$ cat config.mk
export PLATFORM = sky130hd
export DESIGN_NAME = pit_down_counter
export DESIGN_NICKNAME = d
export VERILOG_FILES = /design/src/rtl/pit_down_counter.sv
export SDC_FILE = /design/constraint.sdc
export NUM_CORES = 1
export LEC_CHECK = 0
export CAP_MARGIN = 0
export CORE_ASPECT_RATIO = 1.75
export CORE_UTILIZATION = 40
export DETAILED_ROUTE_END_ITERATION = 8
export MAX_ROUTING_LAYER = met4
export SKIP_LAST_GASP = 1
export SLEW_MARGIN = 20
export SYNTH_ARGS = -nofsm -noshare
export SYNTH_HDL_FRONTEND = slang
export SYNTH_SLANG_ARGS = --single-unit
$ cat constraint.sdc
create_clock -name clk -period 4.35 [get_ports clk]
set_clock_uncertainty 0.15 [all_clocks]
set_input_delay 0.87 -clock clk [delete_from_list [all_inputs] [get_ports clk]]
set_output_delay 0.87 -clock clk [all_outputs]
set_load 0.1 [all_outputs]
$ cat src/rtl/pit_down_counter.sv
// Single 8254-style counter element in mode 0: loadable down-counter whose
// terminal-count flag stays high from the edge the count reaches zero until the next load.
module pit_down_counter #(
    parameter int WIDTH = 16
) (
    input  logic             clk,
    input  logic             rst,
    input  logic             load,
    input  logic             enable,
    input  logic [WIDTH-1:0] new_count,
    output logic             counting_complete
);

    logic [WIDTH-1:0] count_q, count_d;
    logic             armed_q, armed_d;
    logic             done_q,  done_d;

    // Load beats counting; enable is an active-low gate and only matters once armed.
    always_comb begin
        count_d = count_q;
        armed_d = armed_q;
        done_d  = done_q;
        if (load) begin
            count_d = new_count;
            armed_d = 1'b1;
            done_d  = 1'b0;
        end else if (!enable && armed_q) begin
            count_d = count_q - WIDTH'(1);
            if (count_q == WIDTH'(1)) begin
                done_d = 1'b1;
            end
        end
    end

    always_ff @(posedge clk) begin
        if (rst) begin
            count_q <= '0;
            armed_q <= 1'b0;
            done_q  <= 1'b0;
        end else begin
            count_q <= count_d;
            armed_q <= armed_d;
            done_q  <= done_d;
        end
    end

    assign counting_complete = done_q;

endmodule

==> results.toml, run 1 <==
[final_layout]
most-common-layout-cells = "clkdlybuf4s50_1 (20), dfxtp_1 (18), inv_1 (10)"
finalCoreUtilization_pct = 52.8
antenna_cells_inserted = 0
finish.net_count = 168
mostFrequentLayoutCell = "clkdlybuf4s50_1"
synthesis_to_finish_area_growth_pct = 23.6
share_of_final_layout_standard_cells_stronger_than_drive_strength_1_pct = 9.72

[sta]
fin_ws_ns = 1.62
grt_setup_unrepaired = "false"
final_worst_path_period_share_pct = 62.7
maxClockFrequency_mhz = 367
hold_viol = 0
setup-violations-final = 0
slew-limit-headroom_pct = 35.8
number_of_max_slew_violations_in_the_final_report = 0
final_critical_path_required_period_ns = 2.73
fin_setup_tns_ns = 0
worst-slew-pin-transition_ns = 0.960

[critical_path]
setup.worst_path.end_class = "output pin"
critical_path.reg2reg.startpoint = "count_q[0]"
worstReg2RegEnd = "count_q[4]"
slowest_stage = "clkdlybuf4s50_1"
required_ns = 3.33
max_stage_delay_ns = 1.13
setup.worst_path.class = "flip-flop to output pin"
endpoint_arrival_time_on_the_critical_path_ns = 1.71
reg2reg_slack_ns = 2.53
worst_path_cell_chain = "clkdlybuf4s50_1"
timing.reg2reg.worst_path_depth = 6
startpoint_class = "flip-flop"
path_delay_family = "buffers and inverters"
critical_path_peak_fanout = 2
worstPathBufferInverterCount = 1

[worst_hold_path]
hp-start = "counting_complete"
min-delay-path-class = "flip-flop to flip-flop"
min_delay_path_depth = 2
hold-path-endpoint = "counting_complete"

[clock_tree]
latest_clock_arrival_within_the_worst_skew_pair_ns = 0.25
postCtsSetupBuffers = 0
cts_buf_count = 3
clk_tree_root_cell = "clkbuf_8"
tritoncts_num_sinks = 18
cts-resized-gates = 0
ctsHoldBuffers = 0
htree_num_levels = 1
cts.path.max_buffers = 2
path_clk_slew_ns = 0.07
cts_tree = "yes"

[placed_design]
hpwlAfterDp_um = 1690
port_buffers = 20
place_worst_setup_slack_ns = 1.46
routabilityCongestion = 0.739

[run]
max_cap_viol_count = 0

[routing]
drc_errors = 0
antenna_left = 0
via_count = 960
routed_wl_um = 2340
initialDrtViolationCount = 12
avgViaCountPerCell = 5.65
route.detailed.wl_per_inst_um = 13.8
drtPass1Iterations = 4

[grt]
globalRouteTotalUtil_pct = 17.9
grt_start_max_net_pins = 36
antenna_found_initial = 0
first_global_vias = 863
global_route_wire_length_before_repair_um = 3580
grt-ovfl-total = 0

[run_status]
run_status = "finished clean"

[floorplan]
die_w_um = 41.3
floorplan.io_pins = 21
initial_utilization_pct = 42.8
fp.dieH_um = 70.7
core_area_mm2 = 0.00252
rows = 24
die_outline_area_mm2 = 0.00292

[yosys]
synth-seq-area-share_pct = 33.4
post_synth_num_cell_types = 44
number_of_flops_mapped_to_enable_cells_by_yosys = 0
synth_top_flop_cell = "dfxtp_1"
netlist_top_cells_area = "dfxtp_1 (33%), xnor2_1 (4.1%), inv_1 (3.5%)"
yosysTopAreaCellShare_pct = 33.4
mappedNetlistNets = 149
synth.largest_area_cell = "dfxtp_1"
synth.cell_area_mm2 = 0.00108
synthCells = 127
postSynthAreaPerCell_um2 = 8.49
yosys_register_bits = 18
async_set_reset_flop_share_out_of_synthesis_pct = 0
synthesis.yosys.warnings = 0

[power]
power-per-cell-area_mw_per_mm2 = 297
vdd.ir_drop.worst_mv = 0.205
total_leakage_power_nw = 0.493
## metal layers
layer | part of all wire, % | wire, um | up-vias | GRT usage, %
li1 | - | - | 495 | -
met1 | 43 | 996 | 437 | 19.4
met2 | 52 | 1220 | 24 | 30.0
met3 | 3.7 | 86 | 4 | 2.82
met4 | 1.5 | 36 | 0 | 7.53
met5 | 0 | 0 | - | -
## area by class of cell
cell class	instances	area [um2]
Multi-Input combinational cell	92	653
Tap cell	26	32.5
Fill cell	263	1190
Sequential cell	18	360
Clock buffer	3	41.3
Timing Repair Buffer	21	208
Inverter	10	37.5
## registers in the layout (all words and copies together), names as in the netlist
signal / flops
count_q: 16
armed_q: 1
counting_complete: 1
## synth_stat cells (all sizes together), types with 2 or more instances
cell type	count
nand2	6
o21a	5
or3	3
ha	2
inv	10
nor4b	2
or4	2
buf	2
nor2	9
xor2	3
nor4	5
nor2b	5
nand3b	2
nor3	7
a21oi	8
clkbuf	5
xnor2	5
a41oi	2
o211ai	3
o21ai	3
dfxtp	18
a31oi	2
nand4	2
## power breakdown
| group | switching [W] | leakage [nW] | internal (W) |
|---|---|---|---|
| clock | 0.0000559 | 0.0216 | 0.0000615 |
| sequential | 0.0000135 | 0.149 | 0.000177 |
| combinational | 0.0000424 | 0.322 | 0.0000453 |
## cells by family after synthesis
kind of cell	Yosys count	share of synthesized area (%)
AO/OA/AOI/OAI	32	21.5
XOR/XNOR	8	6.50
adder cells (fa/ha/maj)	2	2.32
multiplexers	1	0.928
flip-flops	18	33.4
AND/OR/NAND/NOR	49	29.4
buffers and inverters	17	6.03
## per-stage QoR
step	instances	cell area, um2	power (W)	hold WS (ns)
detailed placement	167	1290	0.000282	0.369
floorplan	127	1080	0.000251	0.356
CTS	170	1330	0.000400	0.387
global route	170	1330	0.000417	0.408
global placement	167	1290	0.000280	0.354
finish	170	1330	0.000395	0.386
## how the worst max path moves through the flow
| stage | end | slack [ns] | from | depth (start not counted) |
|---|---|---|---|---|
| 6_report | counting_complete | 1.62 | counting_complete | 1 |
| 3_3_place_gp | count_q[15] | 1.46 | rst | 5 |
| 5_1_grt | counting_complete | 1.56 | counting_complete | 1 |
| 2_1_floorplan | count_q[3] | 2.20 | enable | 4 |
| 3_5_place_dp | count_q[15] | 1.46 | rst | 5 |
| 4_1_cts | counting_complete | 1.61 | counting_complete | 1 |
Power figures use the tool's default switching activity.
==> run 2: changes to the inputs <==
==> constraint.sdc (replaced) <==
create_clock -name clk -period 2.6 [get_ports clk]
set_clock_uncertainty 0.15 [all_clocks]
set_input_delay 0.52 -clock clk [delete_from_list [all_inputs] [get_ports clk]]
set_output_delay 0.52 -clock clk [all_outputs]
set_load 0.1 [all_outputs]
==> run 2 against run 1 <==
Worst setup slack got worse by 1.1 ns; sequential share of layout area decreased by 0.52 points; clock power is 100% higher; register-to-register slack lost 1.7 ns; worst hold slack better by 0.011 ns; combinational power up 71%; final cell count up 1.8%; core utilization is 1.0 points higher; routed wire length is 1.2% higher; sequential cell count unchanged; highest routed layer unchanged; via count grew 2.0%.
==> results.toml, run 2 (synthesis results as in run 1) <==
[run_status]
run_status = "finished clean"

[final_layout]
antenna_cells_inserted = 0
final-seq-area_um2 = 360
mostFrequentLayoutCell = "clkdlybuf4s50_1"
finalCoreUtilization_pct = 53.9
synthesis_to_finish_area_growth_pct = 26.0
most-common-layout-cells = "clkdlybuf4s50_1 (19), dfxtp_1 (18), inv_1 (10)"
registers.top_by_ff_count = "count_q"
finish.net_count = 170
n_fill_cell = 254
share_of_final_layout_standard_cells_stronger_than_drive_strength_1_pct = 12.2
multiInputGateArea_um2 = 653
largest_register_ffs = 16

[routing]
antenna_left = 0
via_count = 979
route.detailed.wl_per_inst_um = 13.7
drc_errors = 0
avgViaCountPerCell = 5.66
routed_wl_um = 2370
initialDrtViolationCount = 17
drtPass1Iterations = 4

[critical_path]
worst-path-stages = 5
setup.worst_path.end_class = "flip-flop"
critical_path.reg2reg.startpoint = "count_q[5]"
max_stage_delay_ns = 0.50
timing.reg2reg.worst_path_depth = 4
worstPathBufferInverterCount = 1
setup.worst_path.class = "input pin to flip-flop"
startpoint_class = "input pin"
endpoint_arrival_time_on_the_critical_path_ns = 2.12
critical_path.startpoint = "enable"
critical_path_peak_fanout = 6
worst_path_cell_chain = "clkdlybuf4s50_1 > or4b_1 > or3_1 > a21o_1 > a21oi_2"
path_delay_family = "simple AND/OR/NAND/NOR gates"
required_ns = 2.65
slowest_stage = "or4b_1"

[floorplan]
initial_utilization_pct = 42.8
die_outline_area_mm2 = 0.00292
core_area_mm2 = 0.00252
fp.dieH_um = 70.7
die_w_um = 41.3
floorplan.io_pins = 21
rows = 24

[clock_tree]
htree_num_levels = 1
cts-resized-gates = 0
cts_tree = "yes"
tritoncts_num_sinks = 18
clk_tree_root_cell = "clkbuf_8"
latest_clock_arrival_within_the_worst_skew_pair_ns = 0.26
postCtsSetupBuffers = 0
cts.path.max_buffers = 2
ctsHoldBuffers = 0
cts_buf_count = 3
path_clk_slew_ns = 0.07

[placed_design]
hpwlAfterDp_um = 1750
routabilityCongestion = 0.726
port_buffers = 20

[sta]
hold_viol = 0
number_of_max_slew_violations_in_the_final_report = 0
worst-slew-pin-transition_ns = 0.645
final_critical_path_required_period_ns = 2.08
setup-violations-final = 0
grt_setup_unrepaired = "false"
final_worst_path_period_share_pct = 79.8
fin_setup_tns_ns = 0
slew-limit-headroom_pct = 56.7
maxClockFrequency_mhz = 482

[power]
total_leakage_power_nw = 0.512
switching_share_pct = 27.6
power.clock.fraction_pct = 33.4
power.net_switching_w = 0.000194
power-per-cell-area_mw_per_mm2 = 516
power_report.internal_total_w = 0.000508
vdd.ir_drop.worst_mv = 0.360
power.sequential.fraction_pct = 45.3
p_comb_share_pct = 21.3

[worst_hold_path]
hp-start = "counting_complete"
min_delay_path_depth = 2
min-delay-path-class = "flip-flop to flip-flop"

[grt]
global_route_wire_length_before_repair_um = 3770
antenna_found_initial = 0
grt-ovfl-total = 0
grt_start_max_net_pins = 35
globalRouteTotalUtil_pct = 18.9
first_global_vias = 879

[run]
max_cap_viol_count = 0
run 2: per-stage QoR:
stage | std cells | hold slack (ns) | total power [W] | setup slack [ns] | instance area [um2]
floorplan | 127 | 0.356 | 0.000420 | 0.801 | 1080
global placement | 169 | 0.358 | 0.000472 | 0.272 | 1300
detailed placement | 169 | 0.379 | 0.000475 | 0.263 | 1300
CTS | 173 | 0.396 | 0.000707 | 0.520 | 1360
global route | 173 | 0.433 | 0.000742 | 0.456 | 1360
finish | 173 | 0.398 | 0.000702 | 0.525 | 1360
run 2: layout make-up:
| class | instances | area share [%] |
|---|---|---|
| clock buffer | 4 | 4.05 |
| inverter | 10 | 2.76 |
| tap | 26 | 2.39 |
| sequential | 18 | 26.5 |
| timing repair buffer | 23 | 16.2 |
| multi-input combinational | 92 | 48.1 |
run 2: power by group through the flow:
stage / Clock [W] / Combinational, W / Sequential, W
floorplan: 0 / 0.000102 / 0.000318
global placement: 0 / 0.000148 / 0.000323
detailed placement: 0 / 0.000151 / 0.000324
CTS: 0.000238 / 0.000152 / 0.000317
global route: 0.000255 / 0.000166 / 0.000321
finish: 0.000234 / 0.000150 / 0.000318
run 2: worst register-to-register path: cells and delay by family (launching register included):
family,cells,cell delay [ns]
AOI/OAI and AO/OA,2,0.41
DFF,1,0.36
and+or+nand+nor,2,0.78
run 2: per-layer routing:
layer | routed length [um] | track usage [%]
met3 | 68 | 3.13
met5 | 0 | -
met2 | 1160 | 29.2
met4 | 55 | 8.60
met1 | 1080 | 22.8
run 2: final timing paths:
kind | end | slack [ns]
hold reg to reg | counting_complete | 0.40
setup reg to reg | count_q[14] | 0.82
hold / removal | counting_complete | 0.40
setup / recovery | count_q[3] | 0.52
==> run 3: changes to the inputs <==
==> constraint.sdc (replaced) <==
create_clock -name clk -period 2 [get_ports clk]
set_clock_uncertainty 0.15 [all_clocks]
set_input_delay 0.4 -clock clk [delete_from_list [all_inputs] [get_ports clk]]
set_output_delay 0.4 -clock clk [all_outputs]
set_load 0.1 [all_outputs]
==> run 3 against run 2 <==
First-iteration DRC count up 18%; core utilization up 2.0 points; clock power up 27%; combinational power up 36%; sequential cell count unchanged; worst setup slack worse by 0.41 ns; routed wire length up 1.3%; non-clock buffer count up 5; clock-buffer cell count unchanged; die area unchanged; final cell count up 2.9%; via count up 2.8%; critical path type unchanged; critical endpoint unchanged; largest power group unchanged.
==> results.toml, run 3 (synthesis results as in run 1) <==
[run_status]
run_status = "finished clean"

[placed_design]
hpwlAfterDp_um = 1790
place_worst_setup_slack_ns = -0.143
routabilityCongestion = 0.827
port_buffers = 20

[floorplan]
die_w_um = 41.3
die_outline_area_mm2 = 0.00292
floorplan.io_pins = 21
core_area_mm2 = 0.00252
rows = 24
initial_utilization_pct = 42.8
fp.dieH_um = 70.7

[critical_path]
critical_path_peak_fanout = 2
max_stage_delay_ns = 0.48
critical_path.reg2reg.startpoint = "count_q[5]"
setup.worst_path.end_class = "flip-flop"
worstReg2RegEnd = "count_q[12]"
setup.worst_path.class = "input pin to flip-flop"
endpoint_arrival_time_on_the_critical_path_ns = 1.93
slowest_stage = "or4b_1"
startpoint_class = "input pin"
timing.reg2reg.worst_path_depth = 4
reg2reg_slack_ns = 0.21
required_ns = 2.04
worst_path_cell_chain = "clkdlybuf4s50_1 > or4b_1 > or3_1 > a21o_1 > a21oi_2"

[sta]
grt_setup_unrepaired = "false"
final_critical_path_required_period_ns = 1.88
hold_viol = 0
slew-limit-headroom_pct = 66.4
fin_setup_tns_ns = 0
worst-slew-pin-transition_ns = 0.499
maxClockFrequency_mhz = 531
final_worst_path_period_share_pct = 94.2
setup-violations-final = 0
number_of_max_slew_violations_in_the_final_report = 0
fin_ws_ns = 0.117

[clock_tree]
tritoncts_num_sinks = 18
cts-resized-gates = 0
htree_num_levels = 1
cts.path.max_buffers = 2
cts_buf_count = 3
ctsHoldBuffers = 0
latest_clock_arrival_within_the_worst_skew_pair_ns = 0.25
cts_tree = "yes"
clk_tree_root_cell = "clkbuf_8"
path_clk_slew_ns = 0.07
postCtsSetupBuffers = 0

[final_layout]
finish.net_count = 175
registers.top_by_ff_count = "count_q"
mostFrequentLayoutCell = "clkdlybuf4s50_1"
most-common-layout-cells = "clkdlybuf4s50_1 (19), dfxtp_1 (18), inv_1 (10)"
antenna_cells_inserted = 0
synthesis_to_finish_area_growth_pct = 30.6
largest_register_ffs = 16
share_of_final_layout_standard_cells_stronger_than_drive_strength_1_pct = 15.1

[routing]
drtPass1Iterations = 4
via_count = 1006
route.detailed.wl_per_inst_um = 13.5
initialDrtViolationCount = 20
avgViaCountPerCell = 5.65
antenna_left = 0
drc_errors = 0
routed_wl_um = 2400

[grt]
first_global_vias = 944
global_route_wire_length_before_repair_um = 3870
antenna_found_initial = 0
grt_start_max_net_pins = 26
globalRouteTotalUtil_pct = 18.6
grt-ovfl-total = 0

[power]
power-per-cell-area_mw_per_mm2 = 649
vdd.ir_drop.worst_mv = 0.422
total_leakage_power_nw = 0.539

[worst_hold_path]
hold-path-endpoint = "armed_q"
min_delay_path_depth = 2
min-delay-path-class = "flip-flop to flip-flop"
hp-start = "armed_q"

[run]
max_cap_viol_count = 0
run 3: changes by cell type in the layout (fill, tap and decap cells not counted), sizes merged:
cell	before	now
buf	4	9
run 3: how the worst max path moves through the flow:
stage,start,endpoint,slack [ns],cells after the start
after floorplan,count_q[5],count_q[12],0.32,4
after detailed placement,enable,count_q[3],-0.14,5
after global placement,enable,count_q[3],-0.13,5
after global routing,enable,count_q[9],0.02,7
after CTS,enable,count_q[3],0.11,5
final,enable,count_q[3],0.12,5
run 3: final cells by class:
cell class,instances,area [um2]
clock buffers,4,55.1
fillers,241,1110
inverters,10,37.5
multi-input cells,92,653
flip-flops and latches,18,360
well taps,26,32.5
repair buffers,28,270
run 3: through the flow:
step / hold WS [ns] / instances / instance area [um2] / util [%] / power, W
final: 0.400 / 178 / 1410 / 55.9 / 0.000914
after global placement: 0.383 / 174 / 1350 / 53.7 / 0.000623
after global routing: 0.450 / 178 / 1410 / 55.9 / 0.000964
after CTS: 0.404 / 178 / 1410 / 55.9 / 0.000924
after detailed placement: 0.393 / 174 / 1350 / 53.7 / 0.000626
after floorplan: 0.356 / 127 / 1080 / - / 0.000546
run 3: worst max-delay path: cells and delay by family:
family / cells / cell delay (ns)
AND/OR/NAND/NOR: 2 / 0.80
buffers and inverters: 1 / 0.42
AO/OA/AOI/OAI: 2 / 0.31
run 3: power by group:
group	internal, W	switching [W]
Clock	0.000175	0.000123
Combinational	0.000109	0.0000948
Sequential	0.000384	0.0000289
Total	0.000668	0.000247
run 3: per-layer routing:
metal	track usage [%]	share of wire, %	up-vias	wire length, um
met3	2.19	3.0	6	73
met4	6.45	1.8	0	44
met1	22.3	44	468	1060
met5	-	0	-	0
met2	30.4	51	19	1230
li1	-	-	513	-
